`src/rtl/jt12_seq_pkg.sv`:
```
// Shared definitions for the FM operator slot sequencer: slot-group codes,
// operand-select field layout and the algorithm-to-select table.
package jt12_seq_pkg;

  typedef enum logic [1:0] {
    GRP_S1 = 2'd0,
    GRP_S3 = 2'd1,
    GRP_S2 = 2'd2,
    GRP_S4 = 2'd3
  } grp_e;

  typedef struct packed {
    logic xusePrevprev1;
    logic xusePrev2;
    logic xuseInternal;
    logic yusePrev1;
    logic yusePrev2;
    logic yuseInternal;
  } sel_t;

  // Rows are algorithms, columns are groups in processing order S1,S3,S2,S4
  localparam logic [5:0] SEL [8][4] = '{
    '{6'b100100, 6'b000100, 6'b000100, 6'b000100},
    '{6'b100100, 6'b000000, 6'b100100, 6'b000100},
    '{6'b100100, 6'b000000, 6'b000100, 6'b010100},
    '{6'b100100, 6'b000100, 6'b000000, 6'b001100},
    '{6'b100100, 6'b000100, 6'b000000, 6'b000100},
    '{6'b100100, 6'b000100, 6'b000010, 6'b000001},
    '{6'b100100, 6'b000100, 6'b000000, 6'b000000},
    '{6'b100100, 6'b000000, 6'b000000, 6'b000000}
  };

  function automatic int slots_per_frame(input int n);
    return 4 * n;
  endfunction

endpackage

```
`src/rtl/jt12_op_cfg.sv`:
```
// Per-channel algorithm/feedback store. CPU writes park in a pending entry
// and only become visible when that channel's S1 slot is decoded.
module jt12_op_cfg
  import jt12_seq_pkg::*;
#(
  parameter int num_ch = 6
) (
  input  logic       clk,
  input  logic       rst,
  input  logic       clk_en,
  input  logic       cfg_we,
  input  logic [2:0] cfg_ch,
  input  logic [2:0] cfg_alg,
  input  logic [2:0] cfg_fb,
  input  logic [2:0] i_slotCh,
  input  logic       i_isS1,
  input  logic [2:0] i_fbCh,
  output logic [2:0] o_alg,
  output logic [2:0] o_fb,
  output logic       o_ack,
  output logic [2:0] o_ackCh
);

  logic [2:0]        r_pendAlg [num_ch];
  logic [2:0]        r_pendFb  [num_ch];
  logic [2:0]        r_alg     [num_ch];
  logic [2:0]        r_fb      [num_ch];
  logic [num_ch-1:0] r_pendV;

  logic w_wrValid;
  logic w_commit;

  assign w_wrValid = cfg_we && (cfg_ch < 3'(num_ch));
  assign w_commit  = i_isS1 && r_pendV[i_slotCh];

  // The committing slot already sees its new algorithm
  assign o_alg = w_commit ? r_pendAlg[i_slotCh] : r_alg[i_slotCh];
  assign o_fb  = r_fb[i_fbCh];

  // A write landing on its own channel's commit edge re-arms pending
  always_ff @(posedge clk) begin
    if (rst) begin
      for (int i = 0; i < num_ch; i++) begin
        r_pendAlg[i] <= '0;
        r_pendFb[i]  <= '0;
        r_alg[i]     <= '0;
        r_fb[i]      <= '0;
      end
      r_pendV <= '0;
      o_ack   <= 1'b0;
      o_ackCh <= '0;
    end else if (clk_en) begin
      o_ack   <= w_commit;
      o_ackCh <= w_commit ? i_slotCh : 3'd0;
      if (w_commit) begin
        r_alg[i_slotCh]   <= r_pendAlg[i_slotCh];
        r_fb[i_slotCh]    <= r_pendFb[i_slotCh];
        r_pendV[i_slotCh] <= 1'b0;
      end
      if (w_wrValid) begin
        r_pendAlg[cfg_ch] <= cfg_alg;
        r_pendFb[cfg_ch]  <= cfg_fb;
        r_pendV[cfg_ch]   <= 1'b1;
      end
    end
  end

endmodule

```
`src/rtl/jt12_op_seq.sv`:
```
// Operator slot sequencer: walks the 4*num_ch slot frame and registers the
// group strobes, operand selects and stage-II feedback for every slot.
module jt12_op_seq
  import jt12_seq_pkg::*;
#(
  parameter int num_ch = 6
) (
  input  logic       clk,
  input  logic       rst,
  input  logic       clk_en,
  input  logic       cfg_we,
  input  logic [2:0] cfg_ch,
  input  logic [2:0] cfg_alg,
  input  logic [2:0] cfg_fb,
  output logic       cfg_ack,
  output logic [2:0] cfg_ack_ch,
  output logic       s1_enters,
  output logic       s3_enters,
  output logic       s2_enters,
  output logic       s4_enters,
  output logic       zero,
  output logic [2:0] slot_ch,
  output logic       xuse_prevprev1,
  output logic       xuse_prev2,
  output logic       xuse_internal,
  output logic       yuse_prev1,
  output logic       yuse_prev2,
  output logic       yuse_internal,
  output logic [2:0] fb_II
);

  localparam int SLOTS = slots_per_frame(num_ch);

  logic [4:0] r_cnt;
  grp_e       w_grp;
  logic [2:0] w_ch;
  logic       w_isS1;
  logic [2:0] w_alg;
  logic [2:0] w_fbPrev;
  sel_t       w_sel;

  assign w_grp  = grp_e'(2'(r_cnt / 5'(num_ch)));
  assign w_ch   = 3'(r_cnt % 5'(num_ch));
  assign w_isS1 = (w_grp == GRP_S1);
  assign w_sel  = sel_t'(SEL[w_alg][w_grp]);

  // Feedback read port follows the registered slot so fb_II lags S1 by one
  jt12_op_cfg #(
    .num_ch(num_ch)
  ) u_cfg (
    .clk     (clk),
    .rst     (rst),
    .clk_en  (clk_en),
    .cfg_we  (cfg_we),
    .cfg_ch  (cfg_ch),
    .cfg_alg (cfg_alg),
    .cfg_fb  (cfg_fb),
    .i_slotCh(w_ch),
    .i_isS1  (w_isS1),
    .i_fbCh  (slot_ch),
    .o_alg   (w_alg),
    .o_fb    (w_fbPrev),
    .o_ack   (cfg_ack),
    .o_ackCh (cfg_ack_ch)
  );

  always_ff @(posedge clk) begin
    if (rst) begin
      r_cnt          <= '0;
      s1_enters      <= 1'b0;
      s3_enters      <= 1'b0;
      s2_enters      <= 1'b0;
      s4_enters      <= 1'b0;
      zero           <= 1'b0;
      slot_ch        <= '0;
      xuse_prevprev1 <= 1'b0;
      xuse_prev2     <= 1'b0;
      xuse_internal  <= 1'b0;
      yuse_prev1     <= 1'b0;
      yuse_prev2     <= 1'b0;
      yuse_internal  <= 1'b0;
      fb_II          <= '0;
    end else if (clk_en) begin
      r_cnt          <= (r_cnt == 5'(SLOTS - 1)) ? 5'd0 : r_cnt + 5'd1;
      s1_enters      <= (w_grp == GRP_S1);
      s3_enters      <= (w_grp == GRP_S3);
      s2_enters      <= (w_grp == GRP_S2);
      s4_enters      <= (w_grp == GRP_S4);
      zero           <= (r_cnt == 5'd0);
      slot_ch        <= w_ch;
      xuse_prevprev1 <= w_sel.xusePrevprev1;
      xuse_prev2     <= w_sel.xusePrev2;
      xuse_internal  <= w_sel.xuseInternal;
      yuse_prev1     <= w_sel.yusePrev1;
      yuse_prev2     <= w_sel.yusePrev2;
      yuse_internal  <= w_sel.yuseInternal;
      fb_II          <= s1_enters ? w_fbPrev : 3'd0;
    end
  end

endmodule
```
`config.mk`:
```
export PLATFORM = sky130hd
export DESIGN_NAME = jt12_op_seq
export DESIGN_NICKNAME = d
export VERILOG_FILES = /design/src/rtl/jt12_seq_pkg.sv /design/src/rtl/jt12_op_cfg.sv /design/src/rtl/jt12_op_seq.sv
export SDC_FILE = /design/constraint.sdc
export NUM_CORES = 1
export LEC_CHECK = 0
export BUFFER_PORTS_ARGS = -buffer_cell sky130_fd_sc_hd__buf_2
export CORE_UTILIZATION = 60
export CTS_CLUSTER_SIZE = 16
export DETAILED_ROUTE_END_ITERATION = 7
export HOLD_SLACK_MARGIN = 0.15
export PLACE_DENSITY = 0.79
export SKIP_CTS_REPAIR_TIMING = 1
export SKIP_LAST_GASP = 1
export SLEW_MARGIN = 20
export SYNTH_ARGS = -nofsm -noshare
export SYNTH_HDL_FRONTEND = slang
export SYNTH_SLANG_ARGS = --single-unit
```
`constraint.sdc`:
```
create_clock -name clk -period 6.2 [get_ports clk]
set_input_delay 0.62 -clock clk [delete_from_list [all_inputs] [get_ports clk]]
set_output_delay 0.62 -clock clk [all_outputs]
set_load 0.1 [all_outputs]
```
==> results of run 1 <==
==> flip-flops by register name (all words and copies together), names as in the netlist, 3 cells and up, named ones only <==
name,cells
u_cfg.o_ackCh,3
u_cfg.r_pendV,6
u_cfg.r_fb,24
fb_II,3
u_cfg.r_pendAlg,24
slot_ch,3
u_cfg.r_alg,24
u_cfg.r_pendFb,24
r_cnt,5
==> per-stage QoR <==
| stage | cell area, µm² | instances | setup WS (ns) | utilization, % |
|---|---|---|---|---|
| 2_1_floorplan | 6022 | 479 | 1.699 | - |
| 3_5_place_dp | 6317 | 630 | 1.274 | 67.10 |
| 3_3_place_gp | 6317 | 630 | 1.490 | 67.10 |
| 6_report | 6920 | 662 | 1.229 | 73.50 |
| 4_1_cts | 6920 | 662 | 1.238 | 73.50 |
| 5_1_grt | 6920 | 662 | 0.9069 | 73.50 |
==> layout by cell type, fill, tap and decap left out, types with 22 or more instances in the layout <==
master / instances
nor2_1: 55
mux2i_1: 23
dfxtp_1: 35
nand2_1: 40
and2_1: 22
conb_1: 24
inv_1: 22
mux4_2: 24
edfxtp_1: 96
buf_2: 33
==> worst paths after layout <==
path | to | depth (start not counted) | from | slack (ns)
hold / removal | u_cfg.r_pendFb[2][2] | 2 | cfg_fb[2] | 0.41
setup reg to reg | yuse_prev1 | 17 | r_cnt[0] | 1.23
setup / recovery | yuse_prev1 | 17 | r_cnt[0] | 1.23
hold reg to reg | u_cfg.o_ack | 2 | u_cfg.o_ack | 0.44
==> worst reg2reg max path: cells and delay by family, from the launching register on <==
family	cells	cell delay (ns)
AO/OA/AOI/OAI	5	0.86
XOR/XNOR	1	0.16
adder cells (fa/ha/maj)	3	0.76
buffers and inverters	3	0.75
flip-flops	1	0.96
multiplexers	4	1.21
AND/OR/NAND/NOR	1	0.21
==> cell type report <==
class                      instances  area, µm²
tap                              129      161.4
sequential                       131       3583
multi-input combinational        305       2253
timing repair buffer              42      232.7
clock buffer                      24      545.5
clock inverter                     8      57.56
fill                             598       2495
inverter                          23      86.33
==> report_power, final <==
part           switching, µW  total (µW)  internal (µW)
clock                    380         992            612
sequential              21.3        1000            979
combinational            125         191           66.1
total                    526        2180           1660
==> logic make-up after synthesis <==
logic type | count (synthesis) | synth area share [%]
flip-flops | 131 | 60.37
adder cells (fa/ha/maj) | 10 | 2.108
multiplexers | 49 | 13.36
buffers and inverters | 43 | 3.120
AND/OR/NAND/NOR | 167 | 13.77
AO/OA/AOI/OAI | 52 | 6.640
XOR/XNOR | 3 | 0.5693
other | 1 | 0.06318
==> per-layer routing <==
layer | up-vias | GRT usage, % | wire length (µm)
met1 | 1965 | 35.76 | 5292
li1 | 1775 | - | -
met2 | 236 | 47.62 | 6751
met3 | 31 | 7.384 | 1098
met5 | - | 0 | 0
met4 | 0 | 13.38 | 282
==> qor.yml, run 1 <==
crit_required_ns: 6.65
critPathKind: "register to register"
synth_top_area_share_pct: 48.57
crit_fanout: 25
ctsRootBufferMaster: "clkbuf_8"
hpwl_mm: 9.027
grt_use_total_pct: 28.77
io_pins: 34
yosysMostFrequentCell: "edfxtp_1"
worst_hold_path_type: "primary input to register"
synthTopCellsByCount: "edfxtp_1, nor2_1, nand2_1"
synth-edff-count: 96
cts_htree_levels: 4
wire_per_inst_um: 20.28
p_total_uw: 2183
drive_gt1_share_pct: 22.14
finalHoldViolCount: 0
antennaDiodeCount: 0
finalCritPeriodShare_pct: 80.17
rsz0062_at_grt: "false"
dr.pass1.iters: 5
startpoint_type: "register"
crit_top_cell: "ha_1"
status: "finished clean"
synthArstFlopShare_pct: 0
pwr_density_cell_nw_per_um2: 315.4
finClkSkew_ns: 0.01314
postRouteAntennaNets: 0
syn_area_um2: 5936
finalWirelength_mm: 13.43
maxSlewHeadroom_pct: 31.15
cts_inserted_buffers: 17
dieHeight_um: 101.5
grt_max_degree: 26
cts_buffer_depth: 2
drc: 0
ir_worst_vdd_mv: 0.3162
cpPeakStageDelay_ns: 0.96
core_region_area_um2: 9415
tns_ns: 0
grt_overflow: 0
port_buffers: 33
initial_core_util_pct: 63.04
synth_top_flop_cell: "edfxtp_1"
syn_avg_cell_area_um2: 13.02
routed_via_density: 6.053
grt_pass1_vias: 3939
synthToLayoutAreaGrowth_pct: 16.59
leakage_uw: 0.002778
cts.sinks: 131
setup_violations: 0
yosysTopAreaCell: "edfxtp_1"
maxSlewViolCount: 0
tightest_slew_ns: 1.022
dieArea_um2: 10290
period_minus_slack_ns: 4.971
antenna_found_initial: 0
clkTransAtPathRegs_ns: 0.06
insertion_delay_ns: 0.53
first_iter_violations: 392
grt_pass1_wl_mm: 20.93
path_delay_family: "multiplexers"
ys_warn_count: 0
cap_violations: 0
fmax_ghz: 0.2012
hold_ws_ns: 0.4106
vias: 4007
fp.dieW_um: 101.5
place_congestion: 0.9060
synth_cell_types: 54
worst-path-buf-inv: 3
critPathArrivalTime_ns: 5.42
rows: 35
end_kind: "register"
fin_nets: 543
cp_cell_sequence: "inv_2 -> ha_1 -> and3b_2 -> o21ai_2 -> ha_1 -> o21bai_1 -> a2111oi_4 -> xnor2_2 -> buf_4 -> mux4_2 -> mux2i_1 -> mux2_2 -> inv_1 -> ha_1 -> mux2i_1 -> o22ai_1 -> a211oi_2"
ys_seq_area_share_pct: 60.37
tritoncts: "built"
syn_inst: 456
slowest_stage: "dfxtp_1"
ys_ff_latch: 131
yosys-top-cells-area: "edfxtp_1, dfxtp_1, mux4_2"
No activity file was read; power rests on OpenSTA's default activity.
==> inputs of run 2 (changes only) <==
CORE_UTILIZATION = 55   (was 60)
PLACE_DENSITY = 0.76   (was 0.79)
clock period = 4.4 ns   (was 6.2 ns; I/O delays follow)
==> qor.yml, run 2 (synthesized netlist as in run 1, its figures left out) <==
status: "finished clean"
grt_max_degree: 24  # -7.7%
finClkSkew_ns: 0.007706  # -0.005434 ns
postRouteAntennaNets: 0  # unchanged
grt_overflow: 0  # unchanged
startpoint_type: "register"
fillers: 757  # +27%
maxSlewViolCount: 0  # unchanged
finalHoldViolCount: 0  # unchanged
regArea_um2: 3585  # about the same
critPathKind: "register to register"
dieArea_um2: 11210  # +8.9%
cts_htree_levels: 4  # unchanged
cts_buffer_depth: 2  # unchanged
critPathArrivalTime_ns: 4.65  # -0.77 ns
synthToLayoutAreaGrowth_pct: 19.10
ctsRootBufferMaster: "clkbuf_8"
vias: 3923  # -2.1%
first_iter_violations: 409  # +4.3%
antennaDiodeCount: 0  # unchanged
dr.pass1.iters: 8  # +3
fin_nets: 559  # +2.9%
insertion_delay_ns: 0.53  # about the same
ir_worst_vdd_mv: 0.2523  # -20%
crit_required_ns: 4.85  # -1.80 ns
final_cell_area_um2: 7069  # +2.2%
drc: 0  # unchanged
postPlaceCellArea_um2: 6424  # +1.7%
port_buffers: 33  # unchanged
cts.sinks: 131  # unchanged
end_kind: "register"
grt_use_total_pct: 24.89  # -3.9 points
setup_slack_ns: 0.2045  # -1.025 ns
multiInputGateArea_um2: 2271  # +0.78%
fmax_ghz: 0.2384  # +18%
hold_ws_ns: 0.2379  # -0.1728 ns
drive_gt1_share_pct: 24.95  # +2.8 points
finalCritPeriodShare_pct: 95.35  # +15 points
initial_core_util_pct: 56.98  # -6.1 points
pwr_density_cell_nw_per_um2: 434.7  # +38%
cts_inserted_buffers: 17  # unchanged
final_cell_mix: "edfxtp_1, nor2_1, nand2_1"
antenna_found_initial: 0  # unchanged
io_pins: 34  # unchanged
rows: 37  # +5.7%
routed_via_density: 5.727  # -5.4%
setup_violations: 0  # unchanged
tightest_slew_ns: 1.137  # +0.1155 ns
dieHeight_um: 105.9  # +4.4%
core_region_area_um2: 10420  # +11%
worst_hold_path_type: "primary input to register"
hpwl_mm: 9.102  # +0.83%
leakage_uw: 0.002831  # +1.9%
place_congestion: 0.8782  # -3.1%
tritoncts: "built"
cap_violations: 0  # unchanged
grt_pass1_vias: 3836  # -2.6%
crit_fanout: 9  # -64%
dpl_worst_slack_ns: -0.1143  # -1.388 ns
period_minus_slack_ns: 4.195  # -0.7753 ns
finalWirelength_mm: 13.03  # -3.0%
wire_per_inst_um: 19.01  # -6.2%
maxSlewHeadroom_pct: 23.37  # -7.8 points
grt_pass1_wl_mm: 20.23  # -3.4%
fp.dieW_um: 105.9  # +4.4%
clkTransAtPathRegs_ns: 0.06  # about the same
final_common_cell: "edfxtp_1"
run 2: cell count changes in the layout (fill, tap and decap cells not counted), moves of 2 or more:
cell and change:
inv_4 -2, buf_4 +15, clkinvlp_4 +4, clkbuf_16 -2
run 2: metal layers:
metal | vias to the layer above | share of wire, % | GRT usage (%)
met4 | 0 | 2.2 | 10.32
met5 | - | 0 | 0
met2 | 143 | 50 | 40.24
met1 | 1947 | 43 | 31.96
li1 | 1811 | - | -
met3 | 22 | 5.2 | 6.494
run 2: power by group:
group | switching (µW) | internal (µW)
registers | 21.3 | 1380
clock network | 534 | 848
logic | 184 | 108
total | 739 | 2330
run 2: worst paths after layout:
| kind | end | start | slack (ns) | depth (start not counted) |
|---|---|---|---|---|
| worst max register to register | yuse_prev1 | r_cnt[4] | 0.20 | 19 |
| worst min register to register | u_cfg.o_ack | u_cfg.o_ack | 0.44 | 2 |
| worst min-delay path | u_cfg.r_pendFb[4][0] | cfg_fb[0] | 0.24 | 2 |
| worst max-delay path | yuse_prev1 | r_cnt[4] | 0.20 | 19 |
run 2: area by class of cell:
type                    instances  share of cell area [%]
repair buffers                 58                   5.168
clock inverters                10                   1.363
multi-input cells             305                   32.12
inverters                      23                   1.221
well taps                     136                   2.407
flip-flops and latches        131                   50.71
clock buffers                  22                   7.009
run 2: worst max-delay path, cell delays in order, from the launching register on:
cell	delay, ns
dfxtp_2	0.39
and2b_1	0.24
nand2_1	0.11
ha_2	0.28
or2_2	0.15
o21ai_2	0.05
ha_1	0.18
o21bai_1	0.24
a2111oi_4	0.33
buf_4	0.21
xnor2_4	0.12
buf_12	0.15
mux4_2	0.51
mux2i_2	0.23
mux2_2	0.24
inv_1	0.08
ha_1	0.21
mux2i_1	0.14
o22ai_1	0.11
a211oi_2	0.14
run 2: per-stage QoR:
stage | power [µW] | setup TNS [ns] | utilization [%] | instances
2_1_floorplan | 1620 | 0 | - | 479
3_3_place_gp | 1696 | 0 | 61.67 | 650
3_5_place_dp | 1706 | -0.1143 | 61.67 | 650
4_1_cts | 3073 | -0.1574 | 67.35 | 682
5_1_grt | 3154 | -0.003131 | 67.87 | 685
6_report | 3073 | 0 | 67.87 | 685
